$ cat config.mk
export PLATFORM = sky130hd
export DESIGN_NAME = uart_tx_mmio_flat
export DESIGN_NICKNAME = d
export VERILOG_FILES = /design/src/rtl/uart_pkg.sv /design/src/rtl/uart_tx_mmio_if.sv /design/src/rtl/uart_fifo.sv /design/src/rtl/uart_tx_mmio.sv /design/src/flat_wrapper.sv
export SDC_FILE = /design/constraint.sdc
export NUM_CORES = 1
export LEC_CHECK = 0
export ABC_AREA = 0
export CAP_MARGIN = 20
export CORE_MARGIN = 3
export CORE_UTILIZATION = 51
export DETAILED_ROUTE_END_ITERATION = 7
export GPL_TIMING_DRIVEN = 0
export PLACE_DENSITY = 0.92
export REMOVE_ABC_BUFFERS = 1
export SYNTH_ARGS = -nofsm -noshare
export SYNTH_HDL_FRONTEND = slang
export SYNTH_SLANG_ARGS = --single-unit
$ cat constraint.sdc
create_clock -name clk -period 2.9 [get_ports clk]
set_input_delay 0.725 -clock clk [delete_from_list [all_inputs] [get_ports clk]]
set_output_delay 0.725 -clock clk [all_outputs]
set_load 0.02 [all_outputs]
$ cat src/rtl/uart_pkg.sv
// Shared constants, FSM state encoding and STATUS word packing for the
// memory-mapped UART transmitter.
package uart_pkg;

    localparam logic REG_DATA   = 1'b0;
    localparam logic REG_STATUS = 1'b1;

    localparam int ST_FULL = 0;
    localparam int ST_IDLE = 1;
    localparam int ST_OVF  = 2;

    typedef enum logic [1:0] {
        S_IDLE  = 2'd0,
        S_START = 2'd1,
        S_DATA  = 2'd2,
        S_STOP  = 2'd3
    } tx_state_t;

    function automatic logic [31:0] status_word(input logic ovf, input logic idle, input logic full);
        logic [31:0] w;
        w          = 32'h0000_0000;
        w[ST_OVF]  = ovf;
        w[ST_IDLE] = idle;
        w[ST_FULL] = full;
        return w;
    endfunction

endpackage

$ cat src/rtl/uart_tx_mmio_if.sv
// Core-side IO bus for the UART transmitter: single-cycle strobes, register
// select, store data and registered read data.
interface uart_tx_mmio_if;
    logic        io_wr;
    logic        io_rd;
    logic        io_reg;
    logic [31:0] io_wdata;
    logic [31:0] io_rdata;

    modport master (
        output io_wr,
        output io_rd,
        output io_reg,
        output io_wdata,
        input  io_rdata
    );

    modport slave (
        input  io_wr,
        input  io_rd,
        input  io_reg,
        input  io_wdata,
        output io_rdata
    );
endinterface

$ cat src/rtl/uart_fifo.sv
// Show-ahead synchronous FIFO; pushes into a full FIFO and pops from an empty
// one are ignored, and full/empty come from the registered count.
module uart_fifo #(
    parameter int WIDTH = 8,
    parameter int DEPTH = 4
) (
    input  logic             clk,
    input  logic             reset,
    input  logic             push,
    input  logic [WIDTH-1:0] din,
    input  logic             pop,
    output logic [WIDTH-1:0] dout,
    output logic             full,
    output logic             empty
);
    localparam int AW = $clog2(DEPTH);
    localparam logic [AW:0] FULL_COUNT = (AW+1)'(DEPTH);

    logic [WIDTH-1:0] mem_r [DEPTH];
    logic [AW-1:0]    wr_ptr_r;
    logic [AW-1:0]    rd_ptr_r;
    logic [AW:0]      count_r;
    logic             do_push_s;
    logic             do_pop_s;

    assign full      = (count_r == FULL_COUNT);
    assign empty     = (count_r == {(AW+1){1'b0}});
    assign do_push_s = push & ~full;
    assign do_pop_s  = pop & ~empty;
    assign dout      = mem_r[rd_ptr_r];

    // Storage array; pointers wrap naturally at the power-of-two depth.
    always_ff @(posedge clk or posedge reset) begin
        if (reset) begin
            for (int i = 0; i < DEPTH; i++) begin
                mem_r[i] <= {WIDTH{1'b0}};
            end
        end else if (do_push_s) begin
            mem_r[wr_ptr_r] <= din;
        end
    end

    // Pointers and occupancy count.
    always_ff @(posedge clk or posedge reset) begin
        if (reset) begin
            wr_ptr_r <= {AW{1'b0}};
            rd_ptr_r <= {AW{1'b0}};
            count_r  <= {(AW+1){1'b0}};
        end else begin
            if (do_push_s) begin
                wr_ptr_r <= wr_ptr_r + AW'(1);
            end
            if (do_pop_s) begin
                rd_ptr_r <= rd_ptr_r + AW'(1);
            end
            case ({do_push_s, do_pop_s})
                2'b10:   count_r <= count_r + (AW+1)'(1);
                2'b01:   count_r <= count_r - (AW+1)'(1);
                default: count_r <= count_r;
            endcase
        end
    end
endmodule

$ cat src/rtl/uart_tx_mmio.sv
// Memory-mapped 8N1 UART transmitter: DATA writes queue bytes into a FIFO that
// an FSM serialises LSB first onto txd; STATUS reports overflow/idle/full.
module uart_tx_mmio
    import uart_pkg::*;
#(
    parameter int CLK_FREQ_HZ = 12000000,
    parameter int BAUD        = 115200,
    parameter int FIFO_DEPTH  = 4
) (
    input  logic               clk,
    input  logic               reset,
    uart_tx_mmio_if.slave      bus,
    output logic               txd
);
    localparam int CLKS_PER_BIT = CLK_FREQ_HZ / BAUD;
    localparam int BW = (CLKS_PER_BIT > 1) ? $clog2(CLKS_PER_BIT) : 1;
    localparam logic [BW-1:0] LAST_BAUD = BW'(CLKS_PER_BIT - 1);

    if (CLKS_PER_BIT < 2) begin : g_bad_baud
        $error("uart_tx_mmio: CLK_FREQ_HZ/BAUD must be at least 2");
    end
    if ((FIFO_DEPTH < 2) || ((FIFO_DEPTH & (FIFO_DEPTH - 1)) != 0)) begin : g_bad_depth
        $error("uart_tx_mmio: FIFO_DEPTH must be a power of 2 and at least 2");
    end

    tx_state_t     state_r, state_s;
    logic [BW-1:0] baud_r, baud_s;
    logic [2:0]    bit_r, bit_s;
    logic [7:0]    shift_r, shift_s;
    logic          txd_r, txd_s;
    logic          ovf_r, ovf_s;
    logic [31:0]   rdata_r, rdata_s;

    logic          last_baud_s;
    logic          pop_s;
    logic          push_s;
    logic          ovf_set_s;
    logic          ovf_clr_s;
    logic          idle_s;
    logic [7:0]    fifo_dout_s;
    logic          fifo_full_s;
    logic          fifo_empty_s;
    logic          wdata_unused_s;

    assign wdata_unused_s = ^bus.io_wdata[31:8];

    // Full is the registered FIFO count, so a same-cycle pop never rescues a push.
    assign push_s      = bus.io_wr & (bus.io_reg == REG_DATA) & ~fifo_full_s;
    assign ovf_set_s   = bus.io_wr & (bus.io_reg == REG_DATA) & fifo_full_s;
    assign ovf_clr_s   = bus.io_rd & (bus.io_reg == REG_STATUS);
    assign idle_s      = fifo_empty_s & (state_r == S_IDLE);
    assign last_baud_s = (baud_r == LAST_BAUD);

    uart_fifo #(
        .WIDTH (8),
        .DEPTH (FIFO_DEPTH)
    ) u_fifo (
        .clk   (clk),
        .reset (reset),
        .push  (push_s),
        .din   (bus.io_wdata[7:0]),
        .pop   (pop_s),
        .dout  (fifo_dout_s),
        .full  (fifo_full_s),
        .empty (fifo_empty_s)
    );

    // Frame sequencing: next state, baud/bit counters, shift register and FIFO pop.
    always_comb begin
        state_s = state_r;
        baud_s  = baud_r;
        bit_s   = bit_r;
        shift_s = shift_r;
        pop_s   = 1'b0;
        case (state_r)
            S_IDLE: begin
                baud_s = {BW{1'b0}};
                bit_s  = 3'd0;
                if (!fifo_empty_s) begin
                    pop_s   = 1'b1;
                    shift_s = fifo_dout_s;
                    state_s = S_START;
                end else begin
                    state_s = S_IDLE;
                end
            end
            S_START: begin
                if (last_baud_s) begin
                    baud_s  = {BW{1'b0}};
                    bit_s   = 3'd0;
                    state_s = S_DATA;
                end else begin
                    baud_s = baud_r + BW'(1);
                end
            end
            S_DATA: begin
                if (last_baud_s) begin
                    baud_s  = {BW{1'b0}};
                    shift_s = {1'b0, shift_r[7:1]};
                    if (bit_r == 3'd7) begin
                        bit_s   = 3'd0;
                        state_s = S_STOP;
                    end else begin
                        bit_s = bit_r + 3'd1;
                    end
                end else begin
                    baud_s = baud_r + BW'(1);
                end
            end
            S_STOP: begin
                if (last_baud_s) begin
                    baud_s = {BW{1'b0}};
                    // Chain straight into the next start bit when more data is queued.
                    if (!fifo_empty_s) begin
                        pop_s   = 1'b1;
                        shift_s = fifo_dout_s;
                        state_s = S_START;
                    end else begin
                        state_s = S_IDLE;
                    end
                end else begin
                    baud_s = baud_r + BW'(1);
                end
            end
            default: begin
                state_s = S_IDLE;
                baud_s  = {BW{1'b0}};
                bit_s   = 3'd0;
            end
        endcase
    end

    // Line level is decoded from the next state so the txd flop lines up with it.
    always_comb begin
        txd_s = 1'b1;
        case (state_s)
            S_START: txd_s = 1'b0;
            S_DATA:  txd_s = shift_s[0];
            default: txd_s = 1'b1;
        endcase
    end

    // Read data mux and sticky overflow; a same-cycle overflow beats the read clear.
    always_comb begin
        rdata_s = rdata_r;
        ovf_s   = ovf_r;
        if (bus.io_rd) begin
            if (bus.io_reg == REG_STATUS) begin
                rdata_s = status_word(ovf_r, idle_s, fifo_full_s);
            end else begin
                rdata_s = 32'h0000_0000;
            end
        end else begin
            rdata_s = rdata_r;
        end
        if (ovf_set_s) begin
            ovf_s = 1'b1;
        end else if (ovf_clr_s) begin
            ovf_s = 1'b0;
        end else begin
            ovf_s = ovf_r;
        end
    end

    // State, counters, line flop and register-file state.
    always_ff @(posedge clk or posedge reset) begin
        if (reset) begin
            state_r <= S_IDLE;
            baud_r  <= {BW{1'b0}};
            bit_r   <= 3'd0;
            shift_r <= 8'h00;
            txd_r   <= 1'b1;
            ovf_r   <= 1'b0;
            rdata_r <= 32'h0000_0000;
        end else begin
            state_r <= state_s;
            baud_r  <= baud_s;
            bit_r   <= bit_s;
            shift_r <= shift_s;
            txd_r   <= txd_s;
            ovf_r   <= ovf_s;
            rdata_r <= rdata_s;
        end
    end

    assign txd          = txd_r;
    assign bus.io_rdata = rdata_r;
endmodule

$ cat src/flat_wrapper.sv
// flat-port wrapper written by rule: the top's interface ports become plain ports
module uart_tx_mmio_flat import uart_pkg::*;
#(
    parameter int CLK_FREQ_HZ = 12000000,
    parameter int BAUD        = 115200,
    parameter int FIFO_DEPTH  = 4
)
  (clk, reset, txd, bus_io_wr, bus_io_rd, bus_io_reg, bus_io_wdata, bus_io_rdata);
  uart_tx_mmio_if bus_i ();
  input  logic clk;
  input  logic reset;
  output logic txd;
  input wire logic [$bits(bus_i.io_wr)-1:0] bus_io_wr;
  input wire logic [$bits(bus_i.io_rd)-1:0] bus_io_rd;
  input wire logic [$bits(bus_i.io_reg)-1:0] bus_io_reg;
  input wire logic [$bits(bus_i.io_wdata)-1:0] bus_io_wdata;
  output wire logic [$bits(bus_i.io_rdata)-1:0] bus_io_rdata;
  assign bus_i.io_wr = bus_io_wr;
  assign bus_i.io_rd = bus_io_rd;
  assign bus_i.io_reg = bus_io_reg;
  assign bus_i.io_wdata = bus_io_wdata;
  assign bus_io_rdata = bus_i.io_rdata;
  uart_tx_mmio #(.CLK_FREQ_HZ(CLK_FREQ_HZ), .BAUD(BAUD), .FIFO_DEPTH(FIFO_DEPTH)) u_core (.clk(clk), .reset(reset), .bus(bus_i), .txd(txd));
endmodule
# == Word level (Yosys, flattened, before mapping) ==
# Cells that the tools add are included.
# classes
n_addsub,6
magnitude_cmp,3
n_eq_ne,13
muxes,30
bitwise_logic,12
reduce_logical,10
# ops
operator,count
8-bit 2-to-1 mux,6
32-bit bitwise mux,1
8-bit case mux with 3 select lines,1
8-bit binary-select mux with 2-bit select,1
8-bit demux with 2-bit select,1
7-bit case mux with 2 select lines,1
3-bit 2-to-1 mux,4
3-bit case mux with 3 select lines,1
2-bit == test (second input constant),4
2-bit 2-to-1 mux,4
2-bit case mux with 4 select lines,1
7-bit by 1-bit adder with 7-bit output (second input constant),1
1-bit AND,7
7-bit == test (second input constant),1
7-bit 2-to-1 mux,1
3-bit by 1-bit adder with 3-bit output (second input constant),2
2-bit by 1-bit == test with 1-bit output (second input constant),3
3-bit == test (second input constant),2
3-bit greater-or-equal comparator (second input constant),2
2-bit by 1-bit inequality test with 1-bit output (second input constant),3
2-bit inverter with 3-bit output,2
3-bit case mux with 2 select lines,1
3-bit AND reduction,2
3-bit nonzero test,2
other kinds (11),20
# totals
reg_bits,93
input_bits,37
output_inout_bits,33

# == Longest topological paths before layout ==
# depth
word_depth,8
ltp_mapped,11
mapped_depth_nobuf,10

# == Hierarchy ==
# Synthesis repeated with hierarchy kept, for this count alone.
# unflattened
cells_unflattened,291
hier_area_um2,3478.3
# modules_own_cells
mod,instances,cells_per_inst,area_per_inst_um2,seq_area_each_um2
uart_fifo,1,115,1788.0,975.9
uart_tx_mmio,1,176,1690.4,626.9

# == Worst setup path after synthesis ==
# No wires, ideal clock.
# synth_path
path_type,register -> register
start,reg u_core.baud_r[0]
end,reg u_core.u_fifo.count_r[2]
setup_ns,0.079
arrival_ns,2.460
required_ns,2.821
slack_ns,0.361
stages_incl_launch_ff,12
path_buffers,1
period_less_slack_ns,2.539
cell_sequence,dfrtp_1 ha_1 and3_1 buf_2 a41oi_2 nor3_1 ha_1 inv_1 fa_1 xor2_1 nor2_1 xor2_1
# synth_between
elab_chain_cells,6
word_cells_on_any_way,8
classes_between,eq/ne: 3; mux: 3; bitwise: 1; reduce/logical: 1
# synth_rtl
item,line,text
"start, declared",uart_tx_mmio.sv:27,"logic [BW-1:0] baud_r, baud_s;"
"start signal, assigned",uart_tx_mmio.sv:169,baud_r <= {BW{1'b0}};
"start signal, assigned",uart_tx_mmio.sv:177,baud_r <= baud_s;
7-bit == test *,uart_tx_mmio.sv:52,assign last_baud_s = (baud_r == LAST_BAUD);
1-bit 2-to-1 mux *,uart_tx_mmio.sv:111,if (last_baud_s) begin
1-bit case mux with 2 select lines *,uart_tx_mmio.sv:75,case (state_r)
1-bit AND *,uart_fifo.sv:29,assign do_pop_s = pop & ~empty;
named net u_core.u_fifo.do_pop_s,uart_fifo.sv:24,logic do_pop_s;
2-bit by 1-bit == test with 1-bit output / 2-bit == test (equally long branches),uart_fifo.sv:56,"case ({do_push_s, do_pop_s})"
3-bit case mux with 2 select lines / 2-bit nonzero test (equally long branches),n/a,
"end signal, assigned",uart_fifo.sv:57,2'b10: count_r <= count_r + (AW+1)'(1);
"end signal, assigned",uart_fifo.sv:58,2'b01: count_r <= count_r - (AW+1)'(1);
"end signal, assigned",uart_fifo.sv:59,default: count_r <= count_r;
"end, declared",uart_fifo.sv:22,logic [AW:0] count_r;
# The timed path passes the listed nets; every way through them passes the cells marked *.
# A chain may end at the register's enable or synchronous reset.

# == Worst setup path in the final report ==
# Ends and elaborated chain as after synthesis.

==> results.md <==
- Area after DPL: ~3500 µm²
- Area delta synth->final: 9.49%
- Site Rows: 29
- Unique masters post-synth: 44
- Synth area leaders: dfrtp_1, mux2_2, buf_4
- Cell Count, Final, Fillers Out: ~400
- Starting DRT DRC Count: between 100 and 150
- Pwr/cell area: 955 nW/µm²
- Post-route setup slack: between 300 and 400 ps
- Post-synth top area cell: dfrtp_1
- Layout cells sized above 1: a little over a fifth
- Tcrit/Tclk final: a little under 90%
- H-tree Lvls: 3
- Dominant synthesized flop cell: dfrtp_1
- Critical Path RT: ~3200 ps
- First-pass GRT wire length: around 11 mm
- Starting Density: a little over half
- Synth Register Bits: 64
- Area fraction of the dominant cell type after synthesis: ~47%
- Via density: 5.51
- Post-CTS Setup Bufs: 0
- CTS clk-pin slew, worst paths: around 70 ps
- Final wirelength: ~6.2 mm
- Final min period: roughly 2600 ps
- Cell count after synthesis: about 300
- Clock Latency Late Sink: around 340 ps
- Die Wd: approximately 87 µm
- Peak supply drop: 0.567 mV
- HP Class: flop to flop
- Worst Max-Slew Pin Slew: a little over 600 ps
- CTS tree: done
- Worst-path maximum fanout: 10
- Slew Viols, Final: 0
- Die H: 87.4 µm
- Placed cells: 378
- Total inserted antenna cells: 0
- Critical path origin: u_core.baud_r[0]$_DFF_PP0_
- Setup CP Type: flop to flop
- CP max stage cell: fa_1
- TNS Setup: 0 ps
- Largest net degree at the start of global routing: between 40 and 50
- CP peak stage delay: roughly 430 ps
- Max Cap Viol: 0
- Synth cell count leaders: dfrtp_1, mux2_2, buf_4, nand2_1, inv_1
- Fill count: between 500 and 600
- Post-detail-place hpwl: 4.24 mm
- Synth Area per Inst: between 10 and 15 µm²
- Status: complete, no violations
- Number of global-route vias before repair: roughly 2300
- Final weighted congestion in routability-driven placement: ~0.8
- Critical Path End Type: flop
- Post-route ant nets: 0
- Clock Path Buffers: 2
- Nets: roughly 360
- Die outline area: around 7600 µm²
- Crit path cell chain: ha_1, and3_2, a41oi_4, nor3_4, ha_1, inv_1, fa_1, xor2_1, nor2_1, xor2_1
- Root buffer cell: clkbuf_8
- Pre-CTS setup slack: -48.8 ps
- Vias: approximately 2200
- Clk_skew: 5.97 ps
- CTS sink count: between 60 and 70
- CP startpoint kind: flop
- Reg2reg start: u_core.baud_r[0]$_DFF_PP0_
- Lkg Pwr: 1.64 nW
- Core area: between 6000 and 7000 µm²
- Final Cell Area: approximately 3700 µm²
- Post-route DRC: 0
- All-Layer GR Usage: 18.1%
- Synthesized cell area: between 3000 and 4000 µm²
- Most frequent cell after synthesis: dfrtp_1
- YS warnings: 0
- Final Setup Violations: 0
- Ys async rst share: between 90% and 100%
- Wire per inst: approximately 16 µm
- IO Count: 70
- RSZ-0062 raised after global routing: false
- Sequential share of the synthesized area: about 47%
- Remaining global-route overflow: 0
- Worst EP arrival: around 2900 ps
- Final hold vios: 0
- Pre-antenna DRT Iters: 4
- Max-slew headroom: about three fifths
- Layout Utilization: slightly below 60%
- Achievable Freq: between 300 and 400 MHz
- Worst hold start: u_core.baud_r[0]$_DFF_PP0_
- Antenna violations before repair: 0
- TritonCTS buffer count: 9
- Post-synth EDFFs: 0
- Port Buffers: 16
routing by layer:
metal	part of all wire [%]	global-route usage [%]	routed length, µm
met5	0	0	0
met1	41	20.8	2530
met2	52	30.7	3220
met3	5.7	6.81	352
met4	1.8	6.69	111
area by class of cell:
| class | instances | area (µm²) | share of cell area [%] |
|---|---|---|---|
| well taps | 77 | 96.3 | 2.61 |
| clock buffers | 13 | 149 | 4.03 |
| multi-input cells | 205 | 1590 | 42.9 |
| inverters | 15 | 56.3 | 1.52 |
| repair buffers | 18 | 188 | 5.08 |
| clock inverters | 3 | 17.5 | 0.474 |
| flip-flops and latches | 64 | 1600 | 43.4 |
worst max-delay path: cells and delay by family, from the launching register on:
kind | cells | cell delay [ps]
DFF | 1 | 370
and+or+nand+nor | 3 | 650
xor gates and xnor gates | 2 | 310
adders and majority gates | 3 | 870
buffers and inverters | 1 | 70
AOI/OAI and AO/OA | 1 | 240
registers in the layout, indices dropped and copies added (netlist names):
register	flops
u_core.ovf_r	1
u_core.u_fifo.count_r	3
u_core.baud_r	7
u_core.u_fifo.wr_ptr_r	2
u_core.u_fifo.mem_r	32
u_core.u_fifo.rd_ptr_r	2
u_core.txd	1
u_core.state_r	2
u_core.shift_r	8
u_core.bit_r	3
u_core.bus.io_rdata	3
worst paths after layout:
check	end	slack [ps]	cells after the start
max	u_core.u_fifo.count_r[2]$_DFFE_PP0P_	310	10
min	u_core.baud_r[0]$_DFF_PP0_	470	1
max reg2reg	u_core.u_fifo.count_r[2]$_DFFE_PP0P_	310	10
min reg2reg	u_core.baud_r[0]$_DFF_PP0_	470	1
max in group asynchronous	u_core.u_fifo.mem_r[20]$_DFFE_PP0P_	1620	3
min in group asynchronous	u_core.bus.io_rdata[0]$_DFFE_PP0P_	710	2
what timing repair did:
action,4_1_cts,5_1_grt
pin swaps,0,0
endpoints found under the setup margin,1,1
hold buffers,0,0
gates resized for setup,1,4
per-stage QoR:
step,power (W),hold slack [ps]
after floorplan,0.00250,430
after global placement,0.00273,444
after detailed placement,0.00285,454
after CTS,0.00353,465
after global routing,0.00379,486
final,0.00353,469
cell usage in the layout, fill, tap and decap left out, drive strengths merged, types with 2 or more instances in the layout:
cell / instances
nor3b: 2
inv: 15
mux2i: 3
nor4b: 2
clkinv: 2
conb: 29
clkdlybuf4s50: 16
a211o: 2
nand2: 31
mux4: 8
xor2: 4
mux2: 33
dfrtp: 63
a21oi: 8
xnor2: 6
nor2: 10
a41oi: 2
ha: 13
a22oi: 2
o21ai: 13
o22ai: 3
clkbuf: 14
nor3: 7
a31oi: 6
nand3: 6
and3: 4
kinds of logic after synthesis:
kind of cell,Yosys count,synth area share (%)
simple gates,66,9.60
flops,64,47.5
buf+inv,54,9.41
mux,44,17.3
compound gates,42,8.04
fa+ha+maj,14,5.41
xor+xnor,10,2.59
other cells,1,0.111
power by group:
| group | internal [W] | leakage (nW) | switching [W] | total, W |
|---|---|---|---|---|
| clock | 0.000331 | 0.0834 | 0.000323 | 0.000654 |
| combinational | 0.000715 | 0.758 | 0.000657 | 0.00137 |
| sequential | 0.00124 | 0.804 | 0.000260 | 0.00150 |
| total | 0.00229 | 1.64 | 0.00124 | 0.00353 |
Note: power is estimated with default switching activity, not from simulation.
